<file path="src/rtl/folded_maj_sched.sv">
// folded_maj_sched
//   Folded majority / threshold evaluator. One N-bit vector is accepted per
//   transaction and streamed CHUNK bits per cycle through a single popcount
//   slice. A running count is compared against THRESH. With EARLY_EXIT set,
//   evaluation stops as soon as the outcome can no longer change.
//
// Ports
//   clk        in   1   rising-edge clock
//   rst        in   1   synchronous active-high reset (discards any vector in flight)
//   in_valid   in   1   in_x is valid
//   in_ready   out  1   block can accept a vector (high only while idle)
//   in_x       in   N   input vector, bit i = majority input x_i
//   out_valid  out  1   result valid, held until out_ready
//   out_ready  in   1   consumer accepts the result
//   out_y      out  1   1 iff popcount(x) >= THRESH
//   out_early  out  1   result was decided before the last chunk
//   out_chunks out  KW  number of chunks consumed (1..NCHUNK)
module folded_maj_sched #(
  parameter int N          = 13,
  parameter int CHUNK      = 4,
  parameter int THRESH     = (N + 1) / 2,
  parameter int EARLY_EXIT = 1,
  // Guarded so an illegal CHUNK reaches the parameter check below instead of a divide by zero.
  localparam int NCHUNK    = (CHUNK < 1) ? 1 : (N + CHUNK - 1) / CHUNK,
  localparam int CW        = $clog2(N + 1),
  localparam int KW        = $clog2(NCHUNK + 1)
) (
  input  logic          clk,
  input  logic          rst,
  input  logic          in_valid,
  output logic          in_ready,
  input  logic [N-1:0]  in_x,
  output logic          out_valid,
  input  logic          out_ready,
  output logic          out_y,
  output logic          out_early,
  output logic [KW-1:0] out_chunks
);

  generate
    if (CHUNK < 1 || CHUNK > N) begin : g_bad_chunk
      $fatal(1, "folded_maj_sched: CHUNK=%0d outside 1..N=%0d", CHUNK, N);
    end
    if (THRESH < 1 || THRESH > N) begin : g_bad_thresh
      $fatal(1, "folded_maj_sched: THRESH=%0d outside 1..N=%0d", THRESH, N);
    end
  endgenerate

  // Vector storage is padded to a whole number of chunks; pad bits stay 0 so a
  // partial last chunk counts only real inputs.
  localparam int PADW = NCHUNK * CHUNK;

  localparam logic [KW-1:0] LAST_IDX = KW'(NCHUNK - 1);
  localparam logic [CW:0]   THR      = (CW + 1)'(THRESH);

  typedef enum logic [1:0] {
    IDLE  = 2'd0,
    ACCUM = 2'd1,
    DONE  = 2'd2
  } state_t;

  state_t          state_reg,  state_next;
  logic [PADW-1:0] vec_reg,    vec_next;
  logic [CW-1:0]   count_reg,  count_next;
  logic [KW-1:0]   idx_reg,    idx_next;
  logic            y_reg,      y_next;
  logic            early_reg,  early_next;
  logic [KW-1:0]   chunks_reg, chunks_next;

  // Shared datapath: popcount of the current chunk and decision terms.
  logic [CHUNK-1:0] slice;
  logic [CW-1:0]    pc;
  logic [CW-1:0]    nc;
  logic [CW-1:0]    rem;
  logic             last_chunk;
  logic             reached;
  logic             unreachable;
  logic             decide;

  assign slice = vec_reg[int'(idx_reg) * CHUNK +: CHUNK];

  always_comb begin
    pc = '0;
    for (int i = 0; i < CHUNK; i++) begin
      pc = pc + CW'(slice[i]);
    end
  end

  // Inputs still unseen after this chunk: N - min(N, (idx+1)*CHUNK).
  always_comb begin
    int covered;
    covered = (int'(idx_reg) + 1) * CHUNK;
    if (covered > N) begin
      covered = N;
    end
    rem = CW'(N - covered);
  end

  assign nc          = count_reg + pc;
  assign last_chunk  = (idx_reg == LAST_IDX);
  assign reached     = ({1'b0, nc} >= THR);
  // Even if every remaining input were 1 the threshold could not be met.
  assign unreachable = (({1'b0, nc} + {1'b0, rem}) < THR);
  assign decide      = last_chunk | ((EARLY_EXIT != 0) & (reached | unreachable));

  always_ff @(posedge clk) begin
    if (rst) begin
      state_reg  <= IDLE;
      vec_reg    <= '0;
      count_reg  <= '0;
      idx_reg    <= '0;
      y_reg      <= 1'b0;
      early_reg  <= 1'b0;
      chunks_reg <= '0;
    end else begin
      state_reg  <= state_next;
      vec_reg    <= vec_next;
      count_reg  <= count_next;
      idx_reg    <= idx_next;
      y_reg      <= y_next;
      early_reg  <= early_next;
      chunks_reg <= chunks_next;
    end
  end

  always_comb begin
    state_next  = state_reg;
    vec_next    = vec_reg;
    count_next  = count_reg;
    idx_next    = idx_reg;
    y_next      = y_reg;
    early_next  = early_reg;
    chunks_next = chunks_reg;

    unique case (state_reg)
      IDLE: begin
        if (in_valid) begin
          vec_next         = '0;
          vec_next[N-1:0]  = in_x;
          count_next       = '0;
          idx_next         = '0;
          state_next       = ACCUM;
        end
      end
      ACCUM: begin
        if (decide) begin
          y_next      = reached;
          early_next  = ~last_chunk;
          chunks_next = idx_reg + KW'(1);
          state_next  = DONE;
        end else begin
          count_next = nc;
          idx_next   = idx_reg + KW'(1);
        end
      end
      DONE: begin
        // No bypass: in_ready only returns once the state is back in IDLE.
        if (out_ready) begin
          state_next = IDLE;
        end
      end
      default: begin
        state_next = IDLE;
      end
    endcase
  end

  assign in_ready   = (state_reg == IDLE);
  assign out_valid  = (state_reg == DONE);
  assign out_y      = y_reg;
  assign out_early  = early_reg;
  assign out_chunks = chunks_reg;

endmodule

</file>
<file path="config.mk">
export PLATFORM = sky130hd
export DESIGN_NAME = folded_maj_sched
export DESIGN_NICKNAME = d
export VERILOG_FILES = /design/src/rtl/folded_maj_sched.sv
export SDC_FILE = /design/constraint.sdc
export NUM_CORES = 1
export LEC_CHECK = 0
export ABC_AREA = 1
export BUFFER_PORTS_ARGS = -buffer_cell sky130_fd_sc_hd__buf_2
export CELL_PAD_IN_SITES_DETAIL_PLACEMENT = 1
export CELL_PAD_IN_SITES_GLOBAL_PLACEMENT = 1
export CORE_ASPECT_RATIO = 0.75
export CORE_UTILIZATION = 43
export DETAILED_ROUTE_END_ITERATION = 7
export PLACE_DENSITY = 0.83
export SYNTH_ARGS = -nofsm -noshare
export SYNTH_HDL_FRONTEND = slang
export SYNTH_SLANG_ARGS = --single-unit
</file>
<file path="constraint.sdc">
create_clock -name clk -period 5.7 [get_ports clk]
set_clock_uncertainty 0.1 [all_clocks]
set_input_delay 1.14 -clock clk [delete_from_list [all_inputs] [get_ports clk]]
set_output_delay 1.14 -clock clk [all_outputs]
set_load 0.03 [all_outputs]
</file>
-- After elaboration in Yosys (flattened, before gate mapping)
Cells that the tools add are included.
- add/sub/neg operators: 8
- magnitude comparators: 3
- eq/ne operators: 7
- shift operators: 1
- mux-type cells: 11
- bitwise gates (word level): 3
- reductions and logical operators: 6
- operator list (cell ; count):
    $shiftx A16 B6 Y4 ; 1
    $mux W4 ; 3
    $pmux W4 S2 ; 1
    $gt A6 B4 Y1 const B ; 1
    $mux W2 ; 3
    $mux W3 ; 2
    $ne A2 B2 Y1 const B ; 3
    $pmux W2 S3 ; 1
    $pmux W3 S2 ; 1
    $reduce_and A3 Y1 ; 2
    $add A4 B4 Y5 ; 1
    $lt A5 B3 Y1 const B ; 1
    $add A3 B1 Y4 ; 1
    $add A3 B1 Y4 const B ; 1
    $add A4 B4 Y4 ; 1
    $ge A4 B3 Y1 const B ; 1
    $reduce_and A2 Y1 ; 2
    $sub A3 B4 Y4 const A ; 1
    $add A2 B1 Y3 ; 1
    $add A3 B1 Y3 const B ; 1
    $eq A3 B2 Y1 const B ; 1
    $add A1 B1 Y2 ; 1
    $eq A2 B1 Y1 const B ; 1
    $eq A2 B2 Y1 const B ; 1
    other kinds (5) ; 6
- register bits after elaboration: 27
- bits of input ports: 17
- output and inout bits: 7
- word-level logic and storage cells: 46

-- Depth between registers and ports, before layout
- depth in word-level cells: 11
- depth in mapped cells: 24
- mapped depth without buffers: 23

-- Worst setup path after synthesis
Ideal clock, no wire load.
- path kind: register to register
- start: register idx_reg[0]
- end: register count_reg[0]
- arrival time: 3.420 ns
- setup slack: 2.069 ns
- stages on the path, launching flop included: 24
- buffers on the path: 1
- clock period less this slack: 3.631 ns
- path through: dfxtp_1 > buf_6 > clkinv_1 > o21ai_0 > a31oi_1 > fa_1 > inv_1 > fa_1 > inv_1 > fa_1 > xnor2_2 > inv_1 > ha_1 > inv_1 > nor2_1 > nand2_1 > nand2_1 > nor2_1 > nor2_4 > nand3_4 > nand2_4 > inv_4 > nor2_2 > nor2_1
- longest elaborated chain between the ends: 11
- elaborated cells between the ends (all ways): 19
- those cells by class: add/sub (7); order compare (3); eq/ne (2); shift (1); mux (3); bitwise (2); reduce/logical (1)
- ends and longest elaborated chain (element ; line ; RTL):
    start, declared ; 65 ; logic [KW-1:0] idx_reg, idx_next;
    start signal, assigned ; 119 ; idx_reg <= idx_next;
    $shiftx A16 B6 Y4 ; 80 ; assign slice = vec_reg[int'(idx_reg) * CHUNK +: CHUNK];
    $add A1 B1 Y2 ; 85 ; pc = pc + CW'(slice[i]);
    $add A2 B1 Y3 ; 85 ;
    $add A3 B1 Y4 ; 85 ;
    $add A4 B4 Y4 ; 99 ; assign nc = count_reg + pc;
    $add A4 B4 Y5 ; 103 ; assign unreachable = (({1'b0, nc} + {1'b0, rem}) < THR);
    $lt A5 B3 Y1 ; 103 ;
    $or A1 B1 Y1 (2 in a row) ; 104 ; assign decide = last_chunk | ((EARLY_EXIT != 0) & (reached | unreachable));
    $ne A2 B2 Y1 (no source line) ; n/a ;
    $reduce_and A3 Y1 (no source line) ; n/a ;
    end signal, assigned ; 118 ; count_reg <= count_next;
    end, declared ; 64 ; logic [CW-1:0] count_reg, count_next;
Parallel ways exist; a longest one is shown, timed or not. The select of a mux whose other input is x is not followed.
A chain may end at the register's enable or synchronous reset.

-- Worst setup path in the final report
- start: register idx_reg[0]
- end: register count_reg[2]
Same word-level chain as after synthesis.

==> out/results.ini <==
[floorplan]
initial_utilization_pct = 46.0
coreArea_mm2 = 0.00338
fp.dieW_um = 71.4
ios = 24
die_h_um = 54.1
num_rows = 18
dieArea_mm2 = 0.00386

[yosys]
synthSimpleGateAreaFrac_pct = 34.8
ys_seq_area_share_pct = 34.8
synthTopCellsByArea = dfxtp_1 (35%), nor2_1 (11%), nand2_1 (8.4%), o21ai_0 (6.8%), ha_1 (5.6%)
syn-cell-area_mm2 = 0.00156
synth_top_family_by_area = simple AND/OR/NAND/NOR gates
yosys-mux-area-fraction_pct = 0
yosysTopAreaCellShare_pct = 34.8
synthCells = 213
synth_xor_area_share_pct = 1.05
synth_cell_type_count = 28
syn_avg_cell_area_um2 = 7.30
synth_compound_area_share_pct = 11.3
ys_ff_latch = 27
synth_edf_count = 0
synthFlopType = dfxtp_1
synth_top_area_cell = dfxtp_1
ys_warn_count = 0
async_flop_share_pct = 0
syn_nets = 240
post_synth_fa_ha_maj_area_fraction_pct = 9.49

[setup_path]
worstSetupPathType = flip-flop to flip-flop
arrival_ns = 4.33
reg2reg_slack_ns = 1.46
worstPathCellList = clkinv_1 -> o21ai_0 -> a31oi_1 -> fa_1 -> inv_1 -> fa_1 -> inv_1 -> fa_1 -> ha_1 -> nand2_1 -> inv_1 -> nand3_1 -> nand2_1 -> nor2_1 -> nor2_4 -> nand3_4 -> nand2_4 -> inv_4 -> nor2_2 -> nor2_1
max_stage_delay_ns = 0.53
endpoint_kind = flip-flop
crit_slowest_cell = dfxtp_1
worstPathBufferInverterCount = 5
cp_top_family = adder cells
crit_path_start_kind = flip-flop
cp.required_ns = 5.78
critical_path_peak_fanout = 10

[clocking]
clkTransAtPathRegs_ns = 0.10
holdBufCountCts = 0
clk_path_buf_depth = 2
ctsResizeCount = 0
worst_skew_pair.late_latency_ns = 0.28
cts_tree = done
root_buffer = clkbuf_8
cts_sinks = 27
cts_setup_buffers = 0
htreeDepth = 1
cts_inserted_buffers = 3

[grt]
grt_usage_pct = 21.5
antenna_found_initial = 0
grt-ovfl-total = 0
grt_pass1_wl_um = 6260
grt_pass1_vias = 1288
grt_max_degree = 23

[timing]
hold_viol_final = 0
drv_slew = 0
period_needed_ns = 4.24
final.setup.tns_ns = 0
worst_pin_slew_ns = 0.736
rsz0062_at_grt = false
relSlewSlack_pct = 50.8
max_freq_ghz = 0.236
setup_ws_ns = 1.46
final-setup-viol-count = 0
fin_crit_sh_pct = 74.5

[final_layout]
syn_to_final_growth_pct = 10.8
drive_gt1_share_pct = 19.8
num-fill-cells = 464
multi_input_area_um2 = 882
final_net_count = 260
largest_register_ffs = 13
final_cell_area_mm2 = 0.00172
final_cell_count_no_fill = 272
diodes = 0
regArea_um2 = 541

[placed_design]
port-buffer-count = 23
routabilityCongestion = 0.838
placed_cell_area_mm2 = 0.00167
place_inst = 268
dp_hpwl_um = 2870
pre_cts_ws_ns = 1.44

[route]
vias = 1388
dr.pass1.iters = 4
routed_wl_um = 3710
wl_per_cell_um = 13.6
final_antenna_net_count = 0
drc_errors = 0
via_per_inst = 5.10
drtIter0Drc = 51

[job]
maxCapViolCount = 0

[hold_path]
holdCritPathClass = flip-flop to flip-flop

[run_status]
outcome = finished clean

per-layer routing:
layer | global-route usage [%] | wire (um) | vias up
li1 | - | - | 715
met1 | 31.7 | 2080 | 656
met2 | 32.5 | 1520 | 15
met3 | 3.93 | 84 | 2
met4 | 5.00 | 19 | 0
met5 | 0 | 0 | -
cell type report:
cell class | instances | share of cell area [%]
well taps | 40 | 2.90
clock buffers | 3 | 2.40
flip-flops and latches | 27 | 31.4
repair buffers | 23 | 6.68
clock inverters | 1 | 0.508
multi-input cells | 156 | 51.2
inverters | 22 | 4.94
worst min-delay path: stages (launching register included):
cell     delay, ns
dfxtp_1       0.32
inv_1         0.05
a21oi_1       0.06
synth_stat cells, types with 2 or more instances:
master	count
buf_4	2
dfxtp_1	27
a21oi_2	4
inv_1	20
nor2_2	4
a21boi_0	2
o21ai_0	21
nand2_2	2
nand2_1	35
nor2_1	45
ha_1	7
nor2_4	3
nand3_1	15
nor3_1	4
fa_1	3
nand3b_1	2
clkbuf_1	2
a21oi_1	3
nand2_4	2
buf_2	2
final timing paths:
path	depth (start not counted)	startpoint	endpoint
setup / recovery	20	idx_reg[0]$_SDFFE_PP0P_	count_reg[2]$_SDFFE_PP0P_
hold / removal	2	out_early$_SDFFE_PP0P_	out_early$_SDFFE_PP0P_
setup reg to reg	20	idx_reg[0]$_SDFFE_PP0P_	count_reg[2]$_SDFFE_PP0P_
hold reg to reg	2	out_early$_SDFFE_PP0P_	out_early$_SDFFE_PP0P_
cell families after synthesis:
logic type,count (synthesis)
compound gates,31
buf+inv,30
xor+xnor,1
fa+ha+maj,10
simple gates,114
flops,27
cell usage in the layout, fill, tap and decap left out, drive strengths merged:
master / instances
a21boi: 2
a21oi: 7
a31oi: 1
buf: 23
clkbuf: 3
clkinv: 1
dfxtp: 27
fa: 3
ha: 7
inv: 22
nand2: 39
nand3: 16
nand3b: 2
nor2: 53
nor3: 4
o21ai: 21
xnor2: 1
through the flow:
step	utilization, %	hold WS, ns
6_report	51.0	0.362
4_1_cts	51.0	0.368
5_1_grt	51.0	0.385
3_5_place_dp	49.5	0.352
3_3_place_gp	49.5	0.338
2_1_floorplan	-	0.338
Power is not shown: default switching activity piles up to over one toggle a cycle in this logic, so the estimate is an artifact.
